### config.mk
export PLATFORM = sky130hd
export DESIGN_NAME = ibex_rf_wr_sched_flat
export DESIGN_NICKNAME = d
export VERILOG_FILES = /design/src/rtl/ibex_rf_wr_sched_pkg.sv /design/src/rtl/ibex_rf_wr_sched_if.sv /design/src/rtl/ibex_rf_wr_sched.sv /design/src/flat_wrapper.sv
export SDC_FILE = /design/constraint.sdc
export NUM_CORES = 1
export LEC_CHECK = 0
export CAP_MARGIN = 20
export CORE_ASPECT_RATIO = 1.5
export CORE_MARGIN = 3
export CORE_UTILIZATION = 25
export DETAILED_ROUTE_END_ITERATION = 10
export PLACE_DENSITY_LB_ADDON = 0.15
export SLEW_MARGIN = 20
export SYNTH_ARGS = -nofsm -noshare
export SYNTH_HDL_FRONTEND = slang
export SYNTH_SLANG_ARGS = --single-unit
export TNS_END_PERCENT = 10
### constraint.sdc
create_clock -name clk_int -period 1.8 [get_ports clk_int]
set_input_delay 0.36 -clock clk_int [delete_from_list [all_inputs] [get_ports clk_int]]
set_output_delay 0.36 -clock clk_int [all_outputs]
set_load 0.02 [all_outputs]
### src/rtl/ibex_rf_wr_sched_pkg.sv
// Shared types and constants for the register-file write-port scheduler.
package ibex_rf_wr_sched_pkg;

  typedef enum logic [1:0] {
    RfWrSchedStart,
    RfWrSchedInit,
    RfWrSchedRun
  } rf_wr_sched_state_e;

  // Write addresses are always carried at full RV32I width.
  localparam int unsigned RfAddrW = 5;

  function automatic int unsigned rf_addr_width(input bit rv32e);
    return rv32e ? 4 : 5;
  endfunction

endpackage

### src/rtl/ibex_rf_wr_sched_if.sv
// Writeback request/grant handshakes and the register-file write port.
interface ibex_rf_wr_sched_if
  import ibex_rf_wr_sched_pkg::*;
#(
  parameter int unsigned DataWidth = 32
);

  logic                 ex_req;
  logic [RfAddrW-1:0]   ex_waddr;
  logic [DataWidth-1:0] ex_wdata;
  logic                 ex_gnt;
  logic                 lsu_req;
  logic [RfAddrW-1:0]   lsu_waddr;
  logic [DataWidth-1:0] lsu_wdata;
  logic                 lsu_gnt;
  logic                 rf_we;
  logic [RfAddrW-1:0]   rf_waddr;
  logic [DataWidth-1:0] rf_wdata;
  logic                 init_done;

  modport master (
    output ex_req, ex_waddr, ex_wdata, lsu_req, lsu_waddr, lsu_wdata,
    input  ex_gnt, lsu_gnt, rf_we, rf_waddr, rf_wdata, init_done
  );

  modport slave (
    input  ex_req, ex_waddr, ex_wdata, lsu_req, lsu_waddr, lsu_wdata,
    output ex_gnt, lsu_gnt, rf_we, rf_waddr, rf_wdata, init_done
  );

endinterface

### src/rtl/ibex_rf_wr_sched.sv
// Owns the latch register file's single write port: clears the file after reset,
// then arbitrates EX and LSU writebacks with LSU priority and EX starvation relief.
module ibex_rf_wr_sched
  import ibex_rf_wr_sched_pkg::*;
#(
  parameter bit                   RV32E       = 1'b0,
  parameter int unsigned          DataWidth   = 32,
  parameter logic [DataWidth-1:0] WordZeroVal = '0,
  parameter bit                   InitOnReset = 1'b1,
  parameter int unsigned          StarveLimit = 3
) (
  input  logic               clk_int,
  input  logic               rst_ni,
  ibex_rf_wr_sched_if.slave  bus
);

  localparam int unsigned AddrW    = rf_addr_width(RV32E);
  localparam int unsigned NumWords = 2 ** AddrW;
  localparam int unsigned StarveW  = $clog2(StarveLimit + 1);

  localparam logic [AddrW-1:0]   InitFirst = AddrW'(1);
  localparam logic [AddrW-1:0]   InitLast  = AddrW'(NumWords - 1);
  localparam logic [StarveW-1:0] StarveMax = StarveW'(StarveLimit);

  rf_wr_sched_state_e   state_q, state_d;
  logic [AddrW-1:0]     init_cnt_q, init_cnt_d;
  logic [StarveW-1:0]   starve_cnt_q, starve_cnt_d;
  logic                 init_done_q;

  logic                 ex_gnt, lsu_gnt, ex_prio;
  logic                 we;
  logic [RfAddrW-1:0]   waddr;
  logic [DataWidth-1:0] wdata;

  always_comb begin
    state_d      = state_q;
    init_cnt_d   = init_cnt_q;
    starve_cnt_d = starve_cnt_q;
    ex_gnt       = 1'b0;
    lsu_gnt      = 1'b0;
    we           = 1'b0;
    waddr        = '0;
    wdata        = '0;
    ex_prio      = (starve_cnt_q == StarveMax);

    unique case (state_q)
      RfWrSchedStart: begin
        init_cnt_d = InitFirst;
        state_d    = InitOnReset ? RfWrSchedInit : RfWrSchedRun;
      end

      // x0 is hardwired, so the sweep starts at 1 and stops on the last word.
      RfWrSchedInit: begin
        we    = 1'b1;
        waddr = RfAddrW'(init_cnt_q);
        wdata = WordZeroVal;
        if (init_cnt_q == InitLast) begin
          state_d = RfWrSchedRun;
        end else begin
          init_cnt_d = init_cnt_q + AddrW'(1);
        end
      end

      RfWrSchedRun: begin
        if (bus.ex_req && (!bus.lsu_req || ex_prio)) begin
          ex_gnt = 1'b1;
          waddr  = bus.ex_waddr;
          wdata  = bus.ex_wdata;
        end else if (bus.lsu_req) begin
          lsu_gnt = 1'b1;
          waddr   = bus.lsu_waddr;
          wdata   = bus.lsu_wdata;
        end
        // A write to x0 still retires the request but never reaches the file.
        we = (ex_gnt || lsu_gnt) && (waddr != '0);

        if (ex_gnt) begin
          starve_cnt_d = '0;
        end else if (bus.ex_req && (starve_cnt_q != StarveMax)) begin
          starve_cnt_d = starve_cnt_q + StarveW'(1);
        end
      end

      default: state_d = RfWrSchedStart;
    endcase
  end

  always_ff @(posedge clk_int or negedge rst_ni) begin
    if (!rst_ni) begin
      state_q      <= RfWrSchedStart;
      init_cnt_q   <= InitFirst;
      starve_cnt_q <= '0;
      init_done_q  <= 1'b0;
    end else begin
      state_q      <= state_d;
      init_cnt_q   <= init_cnt_d;
      starve_cnt_q <= starve_cnt_d;
      init_done_q  <= (state_d == RfWrSchedRun);
    end
  end

  assign bus.ex_gnt    = ex_gnt;
  assign bus.lsu_gnt   = lsu_gnt;
  assign bus.rf_we     = we;
  assign bus.rf_waddr  = waddr;
  assign bus.rf_wdata  = wdata;
  assign bus.init_done = init_done_q;

endmodule

### src/flat_wrapper.sv
// flat-port wrapper written by rule: the top's interface ports become plain ports
module ibex_rf_wr_sched_flat import ibex_rf_wr_sched_pkg::*;
#(
  parameter bit                   RV32E       = 1'b0,
  parameter int unsigned          DataWidth   = 32,
  parameter logic [DataWidth-1:0] WordZeroVal = '0,
  parameter bit                   InitOnReset = 1'b1,
  parameter int unsigned          StarveLimit = 3
)
  (clk_int, rst_ni, bus_ex_req, bus_ex_waddr, bus_ex_wdata, bus_lsu_req, bus_lsu_waddr, bus_lsu_wdata, bus_ex_gnt, bus_lsu_gnt, bus_rf_we, bus_rf_waddr, bus_rf_wdata, bus_init_done);
  ibex_rf_wr_sched_if #(.DataWidth(DataWidth)) bus_i ();
  input  logic clk_int;
  input  logic rst_ni;
  input wire logic [$bits(bus_i.ex_req)-1:0] bus_ex_req;
  input wire logic [$bits(bus_i.ex_waddr)-1:0] bus_ex_waddr;
  input wire logic [$bits(bus_i.ex_wdata)-1:0] bus_ex_wdata;
  input wire logic [$bits(bus_i.lsu_req)-1:0] bus_lsu_req;
  input wire logic [$bits(bus_i.lsu_waddr)-1:0] bus_lsu_waddr;
  input wire logic [$bits(bus_i.lsu_wdata)-1:0] bus_lsu_wdata;
  output wire logic [$bits(bus_i.ex_gnt)-1:0] bus_ex_gnt;
  output wire logic [$bits(bus_i.lsu_gnt)-1:0] bus_lsu_gnt;
  output wire logic [$bits(bus_i.rf_we)-1:0] bus_rf_we;
  output wire logic [$bits(bus_i.rf_waddr)-1:0] bus_rf_waddr;
  output wire logic [$bits(bus_i.rf_wdata)-1:0] bus_rf_wdata;
  output wire logic [$bits(bus_i.init_done)-1:0] bus_init_done;
  assign bus_i.ex_req = bus_ex_req;
  assign bus_i.ex_waddr = bus_ex_waddr;
  assign bus_i.ex_wdata = bus_ex_wdata;
  assign bus_i.lsu_req = bus_lsu_req;
  assign bus_i.lsu_waddr = bus_lsu_waddr;
  assign bus_i.lsu_wdata = bus_lsu_wdata;
  assign bus_ex_gnt = bus_i.ex_gnt;
  assign bus_lsu_gnt = bus_i.lsu_gnt;
  assign bus_rf_we = bus_i.rf_we;
  assign bus_rf_waddr = bus_i.rf_waddr;
  assign bus_rf_wdata = bus_i.rf_wdata;
  assign bus_init_done = bus_i.init_done;
  ibex_rf_wr_sched #(.RV32E(RV32E), .DataWidth(DataWidth), .WordZeroVal(WordZeroVal), .InitOnReset(InitOnReset), .StarveLimit(StarveLimit)) u_core (.clk_int(clk_int), .rst_ni(rst_ni), .bus(bus_i));
endmodule
==> reports/metrics.csv <==
metric,value,unit
Net Sw Power,361,uW
clock insertion delay at the later pin of the skew report,0.23,ns
top-area cell type share of the netlist area,28.0,%
dominant cell type by area after synthesis,a22o_1,
Yosys Warn Count,0,
drt via density,4.96,
max-cap violations,0,
Hold Buf Count CTS,0,
PnR worst setup slack,-0.263,ns
area occupied by registers,251,sq um
drt first-iter violations,60,
sequential fraction of design power,20.5,%
Slew @ Worst Pin,0.459,ns
starting density of the core,26.4,%
DR vias,1523,
core area,4030,sq um
unrepaired setup endpoints after global routing,yes,
TritonCTS Sinks,10,
Area Overhead vs Synth,151,%
area occupied by multi-input gates,836,sq um
final setup fails,40,
Placement Cell Area,2390,sq um
cell repeated most along the worst path,a21oi_2,
first-pass GRT wire length,7450,microns
Die ar.,5080,sq um
Final HPWL DP,3980,microns
Overflow after GRT,0,
ratio of cells with drive above 1 in the final layout,35.5,%
Die Y,85.8,microns
Die X,59.2,microns
Syn Area/Cell,8.64,sq um
f_max,485,MHz
routed wire length,5120,microns
Tcrit/Tclk final,115,%
relative slew slack,69.3,%
Synthesized Nets,208,
filler cell count,346,
clock share of power,20.6,%
maximum fanout along the worst path,2,
status,"complete, but fails checks",
Antenna Violating Nets Remaining,0,
leak pwr,0.00116,uW
"Seq/Total Area, Yosys",23.7,%
antenna violations before repair,0,
CTS Root Cell,clkbuf_8,
Final nets,348,
crit start category,input port,
num ports,119,
failing checks,negative setup slack,
CTS Buf Count,3,
Worst-path clk slew,0.04,ns
Synth cell types,28,
drt first pass iters,4,
num rows,28,
Layout Cells excl Fill,307,
post-route cell area,2660,sq um
flop2flop setup slack,0.06,ns
Total GRT Usage,19.0,%
largest net degree at the start of global routing,21,
CTS Buffer Depth,2,
Setup CP Type,in -> out,
Post-Syn Area,1060,sq um
maximum VDD drop,539,uV
Internal Pwr Total,794,uW
CTS tree,built,
Final Hold Viols,0,
max incr delay on CP,0.54,ns
Comb power frac,58.9,%
Cell Pwr Density,434,nW/um^2
ant diodes,0,
H-tree depth,1,
Worst Path Required,1.44,ns
highest-delay cell along the critical path,or4_4,
Pins Over Slew Limit,0,
Port-buffer cells,118,
"FF+latch count, synth",10,
Setup WS pre-CTS,-0.783,ns
Hold Path Class,in -> async,
total design power,1160,uW
ranking of synthesized cells by area,"a22o_1 28%, dfrtp_1 21%, ha_1 8.2%",
routability cong.,0.780,
vias in the first global route,1536,
Residual DRC,0,
CP Cell Sequence,clkdlybuf4s50_1 -> or4_4 -> a21oi_2 -> a21oi_2 -> buf_4,
Placed Cells,294,
Sw Ratio,31.2,%
Avg WL per Cell,16.7,microns
Final min period,2.06,ns
cells after synthesis,123,
Worst EP arrival,1.70,ns
Clock Skew,0.000467,ns
nature of the critical path endpoint,output pin,
per-layer routing:
| layer | track usage, % | up-vias | routed length (microns) |
|---|---|---|---|
| met5 | 0 | - | 0 |
| li1 | - | 756 | - |
| met2 | 35.8 | 76 | 2720 |
| met1 | 20.3 | 684 | 1830 |
| met4 | 6.39 | 0 | 85 |
| met3 | 3.01 | 7 | 483 |
sequential cells by signal (all words and copies together) (netlist names):
register,cells
u_core.init_cnt_q,5
u_core.state_q,2
u_core.starve_cnt_q,2
u_core.bus.init_done,1
stage by stage:
stage | setup TNS (ns) | hold WS [ns] | utilization [%]
after global routing | -10.49 | 0.465 | 66.1
after global placement | -29.60 | 0.476 | 59.4
after detailed placement | -29.94 | 0.514 | 59.4
after CTS | -8.59 | 0.455 | 63.0
after floorplan | -0.865 | 0.0644 | -
final | -8.11 | 0.446 | 66.1
layout by cell type, fill, tap and decap left out, drive strengths merged:
cell type / instances
clkdlybuf4s50: 74
buf: 67
a22o: 34
dfrtp: 9
o21ai: 9
nand2: 7
a21oi: 7
ha: 7
inv: 6
nand3: 6
nor2b: 5
a22oi: 5
dlygate4sd2: 4
clkbuf: 4
or4: 2
mux2: 2
o22ai: 2
nor2: 2
and3: 1
a21boi: 1
and2: 1
o2bb2ai: 1
o21a: 1
nand4b: 1
nand2b: 1
xor2: 1
nor3: 1
dfstp: 1
synthesized netlist by cell type:
cell type  count
a22oi_1        5
nand2_1        7
clkbuf_1       3
o2bb2ai_1      1
o22ai_1        2
or4_1          2
inv_1          6
o21ai_1        1
and3_1         1
dfrtp_1        9
a21oi_1        7
xor2_1         1
nor2b_1        5
nor3_1         1
o21ai_0        8
a22o_1        34
nand4b_1       1
nand3_1        6
and2_1         1
o21a_1         1
mux2_2         2
dfstp_2        1
nor2_1         2
a21boi_2       1
ha_1           7
buf_6          4
buf_2          3
nand2b_1       1
repair_timing:
action                     4_1_cts  5_1_grt
setup buffers                    1        5
gates resized for setup        250       19
setup endpoints to repair       41       44
cloned                           3        0
pin swaps                        5       27
area by class of cell:
class,count,area share [%]
repair buffers,145,54.5
clock buffers,4,1.69
well taps,45,2.11
inverters,6,0.845
flip-flops and latches,10,9.44
multi-input cells,97,31.4
worst max-delay path, delay by kind of cell:
kind                   cells  cell delay, ns
and+or+nand+nor            1            0.54
AOI/OAI and AO/OA          2            0.22
buffers and inverters      2            0.58
kinds of logic after synthesis:
kind of cell / synth area share (%)
flops: 23.7
mux: 2.12
xor+xnor: 0.825
fa+ha+maj: 8.24
compound gates: 42.9
buf+inv: 8.83
simple gates: 13.4
path summary, 6_finish.rpt:
kind,to,cells past startpoint,startpoint
worst max-delay path,bus_rf_we,5,bus_lsu_waddr[3]
worst min-delay path,u_core.init_cnt_q[2],1,rst_ni
worst max register to register,u_core.init_cnt_q[4],5,u_core.init_cnt_q[0]
worst min register to register,u_core.starve_cnt_q[1],2,u_core.starve_cnt_q[1]
max in group asynchronous,u_core.init_cnt_q[0],1,rst_ni
min in group clk_int,u_core.starve_cnt_q[1],2,u_core.starve_cnt_q[1]
power groups by stage:
stage	Sequential, uW	Clock [uW]	Combinational, uW
2_1_floorplan	239	0	247
3_3_place_gp	239	0	605
3_5_place_dp	240	0	607
4_1_cts	237	248	650
5_1_grt	238	253	718
6_report	237	238	680
(Power assumes the default switching activity.)
